<file path="config.mk">
export PLATFORM = sky130hd
export DESIGN_NAME = telemetry
export DESIGN_NICKNAME = d
export VERILOG_FILES = /design/src/rtl/telemetry_pkg.sv /design/src/rtl/telemetry_uart_tx.sv /design/src/rtl/telemetry.sv
export SDC_FILE = /design/constraint.sdc
export NUM_CORES = 1
export LEC_CHECK = 0
export BUFFER_PORTS_ARGS = -buffer_cell sky130_fd_sc_hd__buf_4
export CAP_MARGIN = 10
export CELL_PAD_IN_SITES_DETAIL_PLACEMENT = 1
export CELL_PAD_IN_SITES_GLOBAL_PLACEMENT = 1
export CORE_AREA = 2 2 150 152
export CTS_CLUSTER_DIAMETER = 120
export CTS_CLUSTER_SIZE = 25
export DETAILED_ROUTE_END_ITERATION = 10
export DIE_AREA = 0 0 152 154
export GPL_TIMING_DRIVEN = 0
export HOLD_SLACK_MARGIN = 0.06
export PLACE_DENSITY = 0.61
export SYNTH_ARGS = -nofsm -noshare
export SYNTH_HDL_FRONTEND = slang
export SYNTH_HIERARCHICAL = 1
export SYNTH_SLANG_ARGS = --single-unit
</file>
<file path="constraint.sdc">
create_clock -name clk -period 2.6 [get_ports clk]
set_clock_uncertainty 0.2 [all_clocks]
set_input_delay 0.39 -clock clk [delete_from_list [all_inputs] [get_ports clk]]
set_output_delay 0.39 -clock clk [all_outputs]
set_load 0.05 [all_outputs]
</file>
<file path="src/rtl/telemetry_pkg.sv">
// rtl/telemetry_pkg.sv - shared constants, FSM states and snapshot byte selection for telemetry
package telemetry_pkg;

  localparam logic [7:0] HDR0      = 8'hAA;
  localparam logic [7:0] HDR1      = 8'h55;
  localparam int         PKT_BYTES = 8;

  typedef enum logic [1:0] {IDLE, LOAD, WAIT, DONE} tlm_state_t;

  typedef struct packed {
    logic [11:0] batt;
    logic [11:0] curr;
    logic [11:0] torque;
  } snap_t;

  function automatic logic [7:0] byte_sel(input snap_t s, input logic [2:0] idx);
    case (idx)
      3'd0:    byte_sel = HDR0;
      3'd1:    byte_sel = HDR1;
      3'd2:    byte_sel = {4'h0, s.batt[11:8]};
      3'd3:    byte_sel = s.batt[7:0];
      3'd4:    byte_sel = {4'h0, s.curr[11:8]};
      3'd5:    byte_sel = s.curr[7:0];
      3'd6:    byte_sel = {4'h0, s.torque[11:8]};
      default: byte_sel = s.torque[7:0];
    endcase
  endfunction

endpackage

</file>
<file path="src/rtl/telemetry_uart_tx.sv">
// rtl/telemetry_uart_tx.sv - 8N1 UART transmitter, BAUD_DIV clocks per bit, tx_done one cycle after stop
module UART_tx #(
  parameter int BAUD_DIV = 2604
) (
  input  logic       clk,
  input  logic       rst_n,
  input  logic       trmt,
  input  logic [7:0] tx_data,
  output logic       TX,
  output logic       tx_done
);

  localparam int BW = $clog2(BAUD_DIV + 1);

  logic          active_q, active_d;
  logic [8:0]    shift_q, shift_d;
  logic [3:0]    bit_cnt_q, bit_cnt_d;
  logic [BW-1:0] baud_cnt_q, baud_cnt_d;
  logic          tx_q, tx_d;
  logic          tx_done_q, tx_done_d;

  // shift_q holds the data bits followed by the stop bit; the start bit goes straight to tx_q
  always_comb begin
    active_d   = active_q;
    shift_d    = shift_q;
    bit_cnt_d  = bit_cnt_q;
    baud_cnt_d = baud_cnt_q;
    tx_d       = tx_q;
    tx_done_d  = 1'b0;
    if (trmt && !active_q) begin
      active_d   = 1'b1;
      shift_d    = {1'b1, tx_data};
      bit_cnt_d  = 4'd0;
      baud_cnt_d = '0;
      tx_d       = 1'b0;
    end else if (active_q) begin
      if (baud_cnt_q == BW'(BAUD_DIV - 1)) begin
        baud_cnt_d = '0;
        if (bit_cnt_q == 4'd9) begin
          active_d  = 1'b0;
          tx_d      = 1'b1;
          tx_done_d = 1'b1;
        end else begin
          tx_d      = shift_q[0];
          shift_d   = {1'b1, shift_q[8:1]};
          bit_cnt_d = bit_cnt_q + 4'd1;
        end
      end else begin
        baud_cnt_d = baud_cnt_q + BW'(1);
      end
    end
  end

  always_ff @(posedge clk or negedge rst_n) begin
    if (!rst_n) begin
      active_q   <= 1'b0;
      shift_q    <= '1;
      bit_cnt_q  <= 4'd0;
      baud_cnt_q <= '0;
      tx_q       <= 1'b1;
      tx_done_q  <= 1'b0;
    end else begin
      active_q   <= active_d;
      shift_q    <= shift_d;
      bit_cnt_q  <= bit_cnt_d;
      baud_cnt_q <= baud_cnt_d;
      tx_q       <= tx_d;
      tx_done_q  <= tx_done_d;
    end
  end

  assign TX      = tx_q;
  assign tx_done = tx_done_q;

endmodule

</file>
<file path="src/rtl/telemetry.sv">
// rtl/telemetry.sv - periodic/requested 8-byte telemetry packet scheduler driving a UART TX pin
module telemetry
  import telemetry_pkg::*;
#(
  parameter int FAST_SIM = 1,
  parameter int BAUD_DIV = 2604,
  parameter int PER_W    = (FAST_SIM != 0) ? 18 : 22
) (
  input  logic        clk,
  input  logic        rst_n,
  input  logic [11:0] batt,
  input  logic [11:0] curr,
  input  logic [11:0] torque,
  input  logic        send_req,
  output logic        TX,
  output logic        busy,
  output logic        pkt_done
);

  tlm_state_t       state_q, state_d;
  logic [2:0]       idx_q, idx_d;
  logic [PER_W-1:0] timer_q, timer_d;
  snap_t            snap_q, snap_d;

  logic       tick, trig, trmt, tx_done;
  logic [7:0] tx_data;

  assign busy = (state_q != IDLE);
  assign tick = &timer_q;
  assign trig = (tick | send_req) & ~busy;

  // only an accepted request restarts the period; ticks simply wrap
  assign timer_d = (send_req && !busy) ? '0 : timer_q + PER_W'(1);

  assign tx_data = byte_sel(snap_q, idx_q);

  always_comb begin
    state_d  = state_q;
    idx_d    = idx_q;
    snap_d   = snap_q;
    trmt     = 1'b0;
    pkt_done = 1'b0;
    case (state_q)
      IDLE: begin
        if (trig) begin
          state_d       = LOAD;
          idx_d         = 3'd0;
          snap_d.batt   = batt;
          snap_d.curr   = curr;
          snap_d.torque = torque;
        end
      end
      LOAD: begin
        trmt    = 1'b1;
        state_d = WAIT;
      end
      WAIT: begin
        if (tx_done) begin
          if (idx_q == 3'(PKT_BYTES - 1)) begin
            state_d = DONE;
          end else begin
            idx_d   = idx_q + 3'd1;
            state_d = LOAD;
          end
        end
      end
      default: begin
        pkt_done = 1'b1;
        state_d  = IDLE;
      end
    endcase
  end

  always_ff @(posedge clk or negedge rst_n) begin
    if (!rst_n) begin
      state_q <= IDLE;
      idx_q   <= 3'd0;
      timer_q <= '0;
      snap_q  <= '0;
    end else begin
      state_q <= state_d;
      idx_q   <= idx_d;
      timer_q <= timer_d;
      snap_q  <= snap_d;
    end
  end

  UART_tx #(.BAUD_DIV(BAUD_DIV)) u_tx (
    .clk     (clk),
    .rst_n   (rst_n),
    .trmt    (trmt),
    .tx_data (tx_data),
    .TX      (TX),
    .tx_done (tx_done)
  );

endmodule

</file>
==> flow_summary.json, run 1 <==
{
  "status": "finished, final reports clean",
  "holdPathStages": 3,
  "yosys_warnings": 6,
  "r2r-end": "u_tx/shift_q[2]$_DFFE_PN1P_",
  "synth_fp_nets": 651,
  "drt_wl_total_um": 17960,
  "synthCells": 602,
  "ctsHtreeMaxLevel": 3,
  "start_util": 0.2467,
  "critical_path.endpoint": "u_tx/shift_q[2]$_DFFE_PN1P_",
  "synthTopCellsByArea": "dfrtp_1 (36%), o311a_1 (6.7%), nand4_1 (5.4%)",
  "drive_gt1_frac": 0.1679,
  "die_h_um": 154,
  "critPathLaunch": "idx_q[1]$_DFFE_PN0P_",
  "finalInstanceArea_mm2": 0.006386,
  "layout_common_cells": "dfrtp_1 (76), nand2_1 (65), nand3_1 (56), buf_4 (47), nand4_1 (46)",
  "grt.overflow.total": 0,
  "irDropWorstVdd_uv": 328.3,
  "critPathMaxFanout": 10,
  "portBuffers": 41,
  "finalHoldViolations": 0,
  "worst_pin_slew_ns": 0.5972,
  "clkLatencyLatePin_ns": 0.36,
  "io_pins": 42,
  "leakagePower_nw": 2.869,
  "avgSynthCellArea_um2": 8.889,
  "cap_violations": 0,
  "reg2reg_slack_ns": 0.14,
  "synth_area_mm2": 0.005351,
  "cts.sinks": 86,
  "ys_seq_elements": 86,
  "areaGrowthSynthToFinish_pct": 19.34,
  "period_minus_slack_ns": 2.460,
  "placedInstanceArea_mm2": 0.006010,
  "synth_top_area_frac": 0.3601,
  "dr_total_vias": 5070,
  "required_ns": 2.68,
  "fp.dieW_um": 152,
  "p_total_w": 0.005347,
  "yosys.area.top_type": "dfrtp_1",
  "fmax_mhz": 406.5,
  "worstReg2RegStart": "idx_q[1]$_DFFE_PN0P_",
  "drt-pass1-iter-count": 4,
  "grt_pass1_vias": 5360,
  "antenna_left": 0,
  "dp_hpwl_um": 12790,
  "routabilityCongestion": 0.8224,
  "wl_per_cell_um": 19.09,
  "cts_tree": "done",
  "slew_headroom": 0.6019,
  "finalSetupViolCount": 0,
  "drcViolationCount": 0,
  "fin_nets": 705,
  "cts_buffer_depth": 2,
  "fill_cells": 2537,
  "grt_pass1_wl_um": 29240,
  "synth_flop_cell": "dfrtp_1",
  "ys_seq_area_frac": 0.4043,
  "ys_async_sr_fraction": 1.000,
  "antenna_found_initial": 0,
  "num_rows": 54,
  "crit_path_end_kind": "flip-flop",
  "worstPathArrival_ns": 2.54,
  "synth-edff-count": 0,
  "die_area_mm2": 0.02341,
  "antenna_cells": 0,
  "clk_pin_slew_worst_paths_ns": 0.07,
  "min_path_type": "input pin to flip-flop",
  "pwr_density_cell_mw_per_mm2": 837.4,
  "r2r_cells": 9,
  "grt_setup_unrepaired": "false",
  "drt_iter0_markers": 285,
  "grt_max_degree": 87,
  "core_area_mm2": 0.02169,
  "gr-usage-all-layers": 0.1552,
  "ys_types": 53,
  "maxSlewViolCount": 0,
  "layout_commonest_cell": "dfrtp_1",
  "crit_type": "flip-flop to flip-flop",
  "fin_crit_sh": 0.9463,
  "cts-root-buf": "clkbuf_16",
  "startpoint_type": "flip-flop",
  "vias_per_cell": 5.388,
  "numCtsBuffers": 9
}
[metrics by stage]
step | util | hold WS, ns | setup TNS [ns] | worst slack, ns | cells
after global placement | 0.2771 | 0.2700 | -1.912 | -0.2873 | 923
after detailed placement | 0.2771 | 0.2751 | -2.203 | -0.3204 | 923
final | 0.2945 | 0.1073 | 0 | 0.1397 | 941
after CTS | 0.2913 | 0.09989 | 0 | 0.07441 | 939
after floorplan | - | -0.1056 | 0 | 0.1742 | 602
after global routing | 0.2945 | 0.1164 | 0 | 0.01524 | 941
[synth_stat cells (2+ instances only)]
cell type  instances
a22o_1             4
nor2b_1            6
and3_1             3
buf_2             16
a21o_1             2
clkbuf_1          24
buf_6              6
nor3_1             3
dfrtp_1           77
inv_1             44
nand3b_1           3
a222oi_1           3
a21oi_1           13
nor2_1            30
o311ai_1          24
and2_1             5
buf_4              5
xnor2_1            2
nand3_1           56
nand2b_1           4
ha_1              10
nand4_1           46
mux2i_1            9
and4_1             5
and4bb_2           3
o21ai_0           26
nand2_1           65
dfstp_2            9
a31oi_1           11
or3_1              8
o311ai_0          12
o311a_1           36
xor2_1            12
[layout make-up]
cell class / instances / area (µm²) / share of cell area
multi-input combinational: 418 / 2766 / 0.4332
sequential: 86 / 2165 / 0.3390
timing repair buffer: 44 / 352.8 / 0.05525
tap: 280 / 350.3 / 0.05486
buffer: 52 / 280.3 / 0.04389
clock buffer: 9 / 225.2 / 0.03527
inverter: 45 / 168.9 / 0.02645
clock inverter: 7 / 77.57 / 0.01215
[where the power goes]
part / switching (W) / leakage, nW / internal, W
Sequential: 0.000408 / 0.988 / 0.00172
Clock: 0.000612 / 0.149 / 0.000758
Combinational: 0.00109 / 1.73 / 0.000760
[sequential cells by signal, indices dropped and copies added, names as in the netlist]
signal	flops
u_tx/bit_cnt_q	4
timer_q	18
u_tx/baud_cnt_q	12
idx_q	3
snap_q	36
u_tx/tx_done	1
u_tx/TX	1
u_tx/active_q	1
u_tx/shift_q	8
state_q	2
[critical path, cell delays in order, from the launching register on]
cell and delay, ns:
dfrtp_1 0.42, ha_1 0.22, ha_1 0.18, buf_2 0.17, or4_1 0.50, buf_2 0.18
buf_6 0.15, a31oi_1 0.21, nand2_1 0.08, o21ai_0 0.09
[layer usage]
metal | GRT usage | routed length [µm] | vias up
met5 | 0 | 0 | -
met4 | 0.06231 | 398 | 0
met3 | 0.01747 | 563 | 21
met2 | 0.2565 | 8561 | 88
met1 | 0.2076 | 8435 | 2580
li1 | - | - | 2381
[worst min-delay path by stage]
stage	startpoint	end	slack, ns
after floorplan	rst_n	idx_q[0]$_DFFE_PN0P_	-0.11
after global placement	timer_q[0]$_DFF_PN0_	timer_q[0]$_DFF_PN0_	0.27
after detailed placement	timer_q[0]$_DFF_PN0_	timer_q[0]$_DFF_PN0_	0.28
after CTS	batt[7]	snap_q[31]$_DFFE_PN0P_	0.1
after global routing	torque[10]	snap_q[10]$_DFFE_PN0P_	0.12
final	torque[5]	snap_q[5]$_DFFE_PN0P_	0.11
[logic make-up (layout without fill, tap and decap cells)]
kind of cell | count (synthesis) | in the layout | synth area share
buf+inv | 98 | 157 | 0.08464
compound gates | 141 | 141 | 0.2086
fa+ha+maj | 10 | 10 | 0.02338
xor+xnor | 14 | 14 | 0.02291
flops | 86 | 86 | 0.4043
simple gates | 243 | 243 | 0.2373
mux | 10 | 10 | 0.01894
[what timing repair did]
item	4_1_cts	5_1_grt
buffers inserted	1	0
hold buffers	0	1
endpoints found under the hold margin	0	21
resized for setup	1	6
setup endpoints to repair	8	4
Note: power is estimated with default switching activity, not from simulation.
==> run 2: changes to the inputs <==
CORE_AREA = 2 2 114 199   (was 2 2 150 152)
DIE_AREA = 0 0 116 201   (was 0 0 152 154)
==> run 2 against run 1 <==
  * Register-to-register slack improved by 0.02 ns
  * Count of clock-buffer cells in the layout increased by 2
  * Critical path depth unchanged
  * Via count decreased by 1.7%
  * Global-route usage increased by 0.60 points
  * Clock power about the same
  * Critical endpoint is now u_tx/shift_q[5]$_DFFE_PN1P_
  * Largest cell class unchanged
==> flow_summary.json, run 2 (synthesized netlist as in run 1, its figures left out) <==
{
  "status": "finished, final reports clean",
  "min_path_type": "input pin to flip-flop",
  "cts_tree": "done",
  "fmax_mhz": 409.4,
  "fin_crit_sh": 0.9395,
  "cts_buffer_depth": 2,
  "layout_common_cells": "dfrtp_1 (76), nand2_1 (65), nand3_1 (56), buf_4 (47), nand4_1 (46)",
  "worst_pin_slew_ns": 0.6463,
  "crit_path_end_kind": "flip-flop",
  "utilization": 0.2930,
  "fin_cells": 956,
  "worstPathArrival_ns": 2.52,
  "fin_nets": 704,
  "cts.sinks": 86,
  "fp.dieW_um": 116,
  "gr-usage-all-layers": 0.1612,
  "drcViolationCount": 0,
  "vias_per_cell": 5.211,
  "drt_iter0_markers": 173,
  "placedCellCount": 939,
  "cts-root-buf": "clkbuf_16",
  "drive_gt1_frac": 0.1652,
  "crit_type": "flip-flop to flip-flop",
  "grt_setup_unrepaired": "false",
  "holdPathStages": 3,
  "maxSlewViolCount": 0,
  "period_minus_slack_ns": 2.443,
  "core_area_mm2": 0.02180,
  "startpoint_type": "flip-flop",
  "largest-register": "snap_q",
  "slew_headroom": 0.5692,
  "areaGrowthSynthToFinish_pct": 19.36,
  "die_area_mm2": 0.02332,
  "leakagePower_nw": 2.869,
  "dp_slack_ns": -0.3180,
  "dr_total_vias": 4982,
  "critPathMaxFanout": 10,
  "antenna_cells": 0,
  "slowest_delay_ns": 0.50,
  "grt_max_degree": 87,
  "ctsHtreeMaxLevel": 3,
  "antenna_found_initial": 0,
  "finalHoldViolations": 0,
  "slowest_stage": "or4_1",
  "dp_hpwl_um": 12980,
  "top_regs": "snap_q: 36 flops, timer_q: 18 flops, u_tx/baud_cnt_q: 12 flops",
  "die_h_um": 201,
  "grt_pass1_vias": 5342,
  "required_ns": 2.67,
  "io_pins": 42,
  "routabilityCongestion": 0.7992,
  "irDropWorstVdd_uv": 292.3,
  "start_util": 0.2455,
  "grt_pass1_wl_um": 29410,
  "num_rows": 72,
  "layout_commonest_cell": "dfrtp_1",
  "drt_wl_total_um": 17900,
  "fin_setup_tns_ns": 0,
  "largest_reg_flops": 36,
  "pwr_density_cell_mw_per_mm2": 830.3,
  "portBuffers": 41,
  "wl_per_cell_um": 18.72,
  "grt.overflow.total": 0,
  "finalSetupViolCount": 0,
  "antenna_left": 0,
  "clk_pin_slew_worst_paths_ns": 0.07,
  "fin_ws_ns": 0.1572,
  "clkLatencyLatePin_ns": 0.35,
  "whs_ns": 0.1014,
  "cap_violations": 0,
  "numCtsBuffers": 9,
  "drt-pass1-iter-count": 4,
  "crit_chain": "ha_1 -> ha_1 -> buf_2 -> or4_1 -> buf_2 -> buf_6 -> a31oi_1 -> nand2_1 -> o21ai_0",
  "r2r_cells": 9
}
-- run 2: final timing paths --
kind | start | to | slack, ns
worst max-delay path | idx_q[1]$_DFFE_PN0P_ | u_tx/shift_q[5]$_DFFE_PN1P_ | 0.16
max in group asynchronous | rst_n | idx_q[2]$_DFFE_PN0P_ | 1.13
worst min-delay path | curr[10] | snap_q[22]$_DFFE_PN0P_ | 0.10
min in group asynchronous | rst_n | snap_q[32]$_DFFE_PN0P_ | 0.41
worst max register to register | idx_q[1]$_DFFE_PN0P_ | u_tx/shift_q[5]$_DFFE_PN1P_ | 0.16
worst min register to register | u_tx/TX$_DFFE_PN1P_ | u_tx/TX$_DFFE_PN1P_ | 0.30
-- run 2: area by class of cell --
type	count	area [µm²]
Fill cell	2652	15410
Multi-Input combinational cell	418	2754
Sequential cell	86	2165
Tap cell	296	370.4
Timing Repair Buffer	44	352.8
Buffer	51	276.5
Clock buffer	11	242.7
Inverter	45	168.9
Clock inverter	5	57.56
-- run 2: timing repair --
| item | 4_1_cts | 5_1_grt |
|---|---|---|
| gates resized for setup | 1 | 4 |
| hold buffers | 0 | 1 |
| endpoints found under the hold margin | 0 | 34 |
| buffers inserted | 1 | 0 |
| endpoints found under the setup margin | 8 | 6 |
-- run 2: metal layers --
| layer | global-route usage | wire [µm] |
|---|---|---|
| met5 | 0 | 0 |
| met1 | 0.1881 | 7272 |
| met3 | 0.02174 | 315 |
| met2 | 0.2911 | 9807 |
| met4 | 0.06335 | 503 |
-- run 2: metrics by stage --
stage	power, W	cell area [µm²]
3_5_place_dp	0.003978	6030
2_1_floorplan	0.003323	5351
4_1_cts	0.005353	6335
3_3_place_gp	0.003926	6030
6_report	0.005303	6387
5_1_grt	0.005655	6387
-- run 2: power breakdown --
part / switching [W] / total [W] / leakage (nW) / internal (W)
Combinational: 0.00107 / 0.00183 / 1.73 / 0.000755
Sequential: 0.000395 / 0.00211 / 0.988 / 0.00172
Clock: 0.000588 / 0.00136 / 0.150 / 0.000774
-- run 2: worst max-delay path, delay by kind of cell, from the launching register on --
family,cells,cell delay [ns]
buf+inv,3,0.50
fa+ha+maj,2,0.39
simple gates,2,0.57
flops,1,0.42
compound gates,2,0.27
==> run 3: changes to the inputs <==
CELL_PAD_IN_SITES_DETAIL_PLACEMENT = not set   (was 1)
CELL_PAD_IN_SITES_GLOBAL_PLACEMENT = not set   (was 1)
CORE_AREA = 2 2 150 152   (was 2 2 114 199)
DIE_AREA = 0 0 152 154   (was 0 0 116 201)
PLACE_DENSITY = 0.52   (was 0.61)
==> run 3 against run 2 <==
  * Critical path type unchanged
  * Clock power is 15% higher
  * Power is 2.7% higher
  * Largest power group unchanged
  * Fmax is 2.0% lower
  * Cell count is 1.7% lower
  * Count of clock-buffer cells in the layout stayed put
  * Register-to-register slack worse by 0.05 ns
  * Die area is 0.39% higher
  * Final area is 0.78% higher
  * Core utilization is 0.38 points higher
  * Wire length is 11% lower
  * Critical endpoint unchanged
  * Via count is 1.1% lower
==> flow_summary.json, run 3 (synthesized netlist as in run 1, its figures left out) <==
{
  "die_area_mm2": 0.02341,
  "cts-root-buf": "clkbuf_16",
  "grt_setup_unrepaired": "false",
  "antenna_left": 0,
  "cts.sinks": 86,
  "required_ns": 2.68,
  "status": "finished, final reports clean",
  "period_minus_slack_ns": 2.494,
  "fp.dieW_um": 152,
  "num_rows": 54,
  "leakagePower_nw": 2.888,
  "crit_path_end_kind": "flip-flop",
  "numCtsBuffers": 9,
  "fmax_mhz": 401.0,
  "layout_commonest_cell": "dfrtp_1",
  "cts_tree": "done",
  "fin_cells": 940,
  "antenna_found_initial": 0,
  "placedCellCount": 923,
  "start_util": 0.2467,
  "dp_hpwl_um": 10830,
  "areaGrowthSynthToFinish_pct": 20.29,
  "grt.overflow.total": 0,
  "min_path_type": "input pin to flip-flop",
  "critPathMaxFanout": 10,
  "cts_buffer_depth": 2,
  "ctsHtreeMaxLevel": 3,
  "grt_pass1_wl_um": 25990,
  "worstPathArrival_ns": 2.57,
  "largest_reg_flops": 36,
  "wl_per_cell_um": 17.00,
  "grt_max_degree": 87,
  "finalSetupViolCount": 0,
  "clk_pin_slew_worst_paths_ns": 0.07,
  "fin_nets": 704,
  "drt_iter0_markers": 370,
  "grt_pass1_vias": 4645,
  "drive_gt1_frac": 0.1697,
  "pwr_density_cell_mw_per_mm2": 846.3,
  "maxSlewViolCount": 0,
  "crit_type": "flip-flop to flip-flop",
  "r2r_cells": 9,
  "p_total_w": 0.005448,
  "cap_violations": 0,
  "finalHoldViolations": 0,
  "fin_crit_sh": 0.9591,
  "dr_total_vias": 4926,
  "grt_use_met1": 0.1952,
  "drt-pass1-iter-count": 7,
  "slew_headroom": 0.5846,
  "drcViolationCount": 0,
  "layout_common_cells": "dfrtp_1 (76), nand2_1 (65), nand3_1 (56), buf_4 (47), nand4_1 (46)",
  "top_regs": "snap_q: 36 flops, timer_q: 18 flops, u_tx/baud_cnt_q: 12 flops",
  "die_h_um": 154,
  "antenna_cells": 0,
  "gr-usage-all-layers": 0.1363,
  "io_pins": 42,
  "drt_wl_total_um": 15980,
  "clkLatencyLatePin_ns": 0.36,
  "startpoint_type": "flip-flop",
  "busiest_layer": "met2",
  "holdPathStages": 3,
  "worst_pin_slew_ns": 0.6231,
  "routabilityCongestion": 0.8757,
  "gr-usage-met2": 0.2096,
  "reg2reg_slack_ns": 0.11,
  "core_area_mm2": 0.02169,
  "vias_per_cell": 5.240,
  "grt_util_met3": 0.02988,
  "portBuffers": 41,
  "irDropWorstVdd_uv": 357.4,
  "largest-register": "snap_q"
}
[run 3: report_power, final]
part / internal (W) / total [W] / switching (W)
logic: 0.000753 / 0.00179 / 0.00104
registers: 0.00172 / 0.00210 / 0.000379
clock network: 0.000992 / 0.00156 / 0.000566
[run 3: through the flow]
stage                     setup TNS, ns  area [µm²]  setup WS, ns  utilization  hold WS, ns
after floorplan                       0        5351        0.1742            -      -0.1056
after global placement           -1.674        6010       -0.2582       0.2771       0.2849
after detailed placement         -1.682        6010       -0.2427       0.2771       0.2827
after CTS                             0        6365       0.05199       0.2935      0.09583
after global routing                  0        6437      0.009599       0.2968       0.1055
final                                 0        6437        0.1062       0.2968       0.1044
[run 3: path summary, 6_finish.rpt]
path                                       from                              end
min in group asynchronous                 rst_n  u_tx/baud_cnt_q[11]$_DFFE_PN0P_
hold / removal                          batt[4]           snap_q[28]$_DFFE_PN0P_
setup / recovery           idx_q[0]$_DFFE_PN0P_      u_tx/shift_q[5]$_DFFE_PN1P_
hold reg to reg            timer_q[0]$_DFF_PN0_             timer_q[0]$_DFF_PN0_
setup reg to reg           idx_q[0]$_DFFE_PN0P_      u_tx/shift_q[5]$_DFFE_PN1P_
max in group asynchronous                 rst_n      u_tx/shift_q[2]$_DFFE_PN1P_
[run 3: layout make-up]
class	instances	area [µm²]
flip-flops and latches	86	2165
repair buffers	44	352.8
inverters	45	168.9
clock buffers	11	252.7
well taps	280	350.3
clock inverters	5	105.1
plain buffers	51	276.5
multi-input cells	418	2766
fillers	2278	15250
[run 3: timing repair]
| item | CTS | global route |
|---|---|---|
| hold endpoints to repair | 0 | 19 |
| setup buffers | 0 | 1 |
| gates resized for setup | 1 | 5 |
| endpoints found under the setup margin | 8 | 9 |
| hold buffers | 0 | 1 |
[run 3: metal layers]
| layer | vias to the layer above | routed length [µm] | share of wire |
|---|---|---|---|
| met1 | 2430 | 7954 | 0.50 |
| met3 | 12 | 623 | 0.039 |
| li1 | 2377 | - | - |
| met2 | 107 | 7212 | 0.45 |
| met4 | 0 | 189 | 0.012 |
| met5 | - | 0 | 0 |
[run 3: worst max-delay path, stage by stage (launching register included)]
cell and delay [ns]:
dfrtp_1 0.41, ha_1 0.23, ha_1 0.18, buf_2 0.17, or4_1 0.50, clkbuf_2 0.18
buf_6 0.16, a31oi_1 0.22, nand2_1 0.08, o21ai_0 0.08
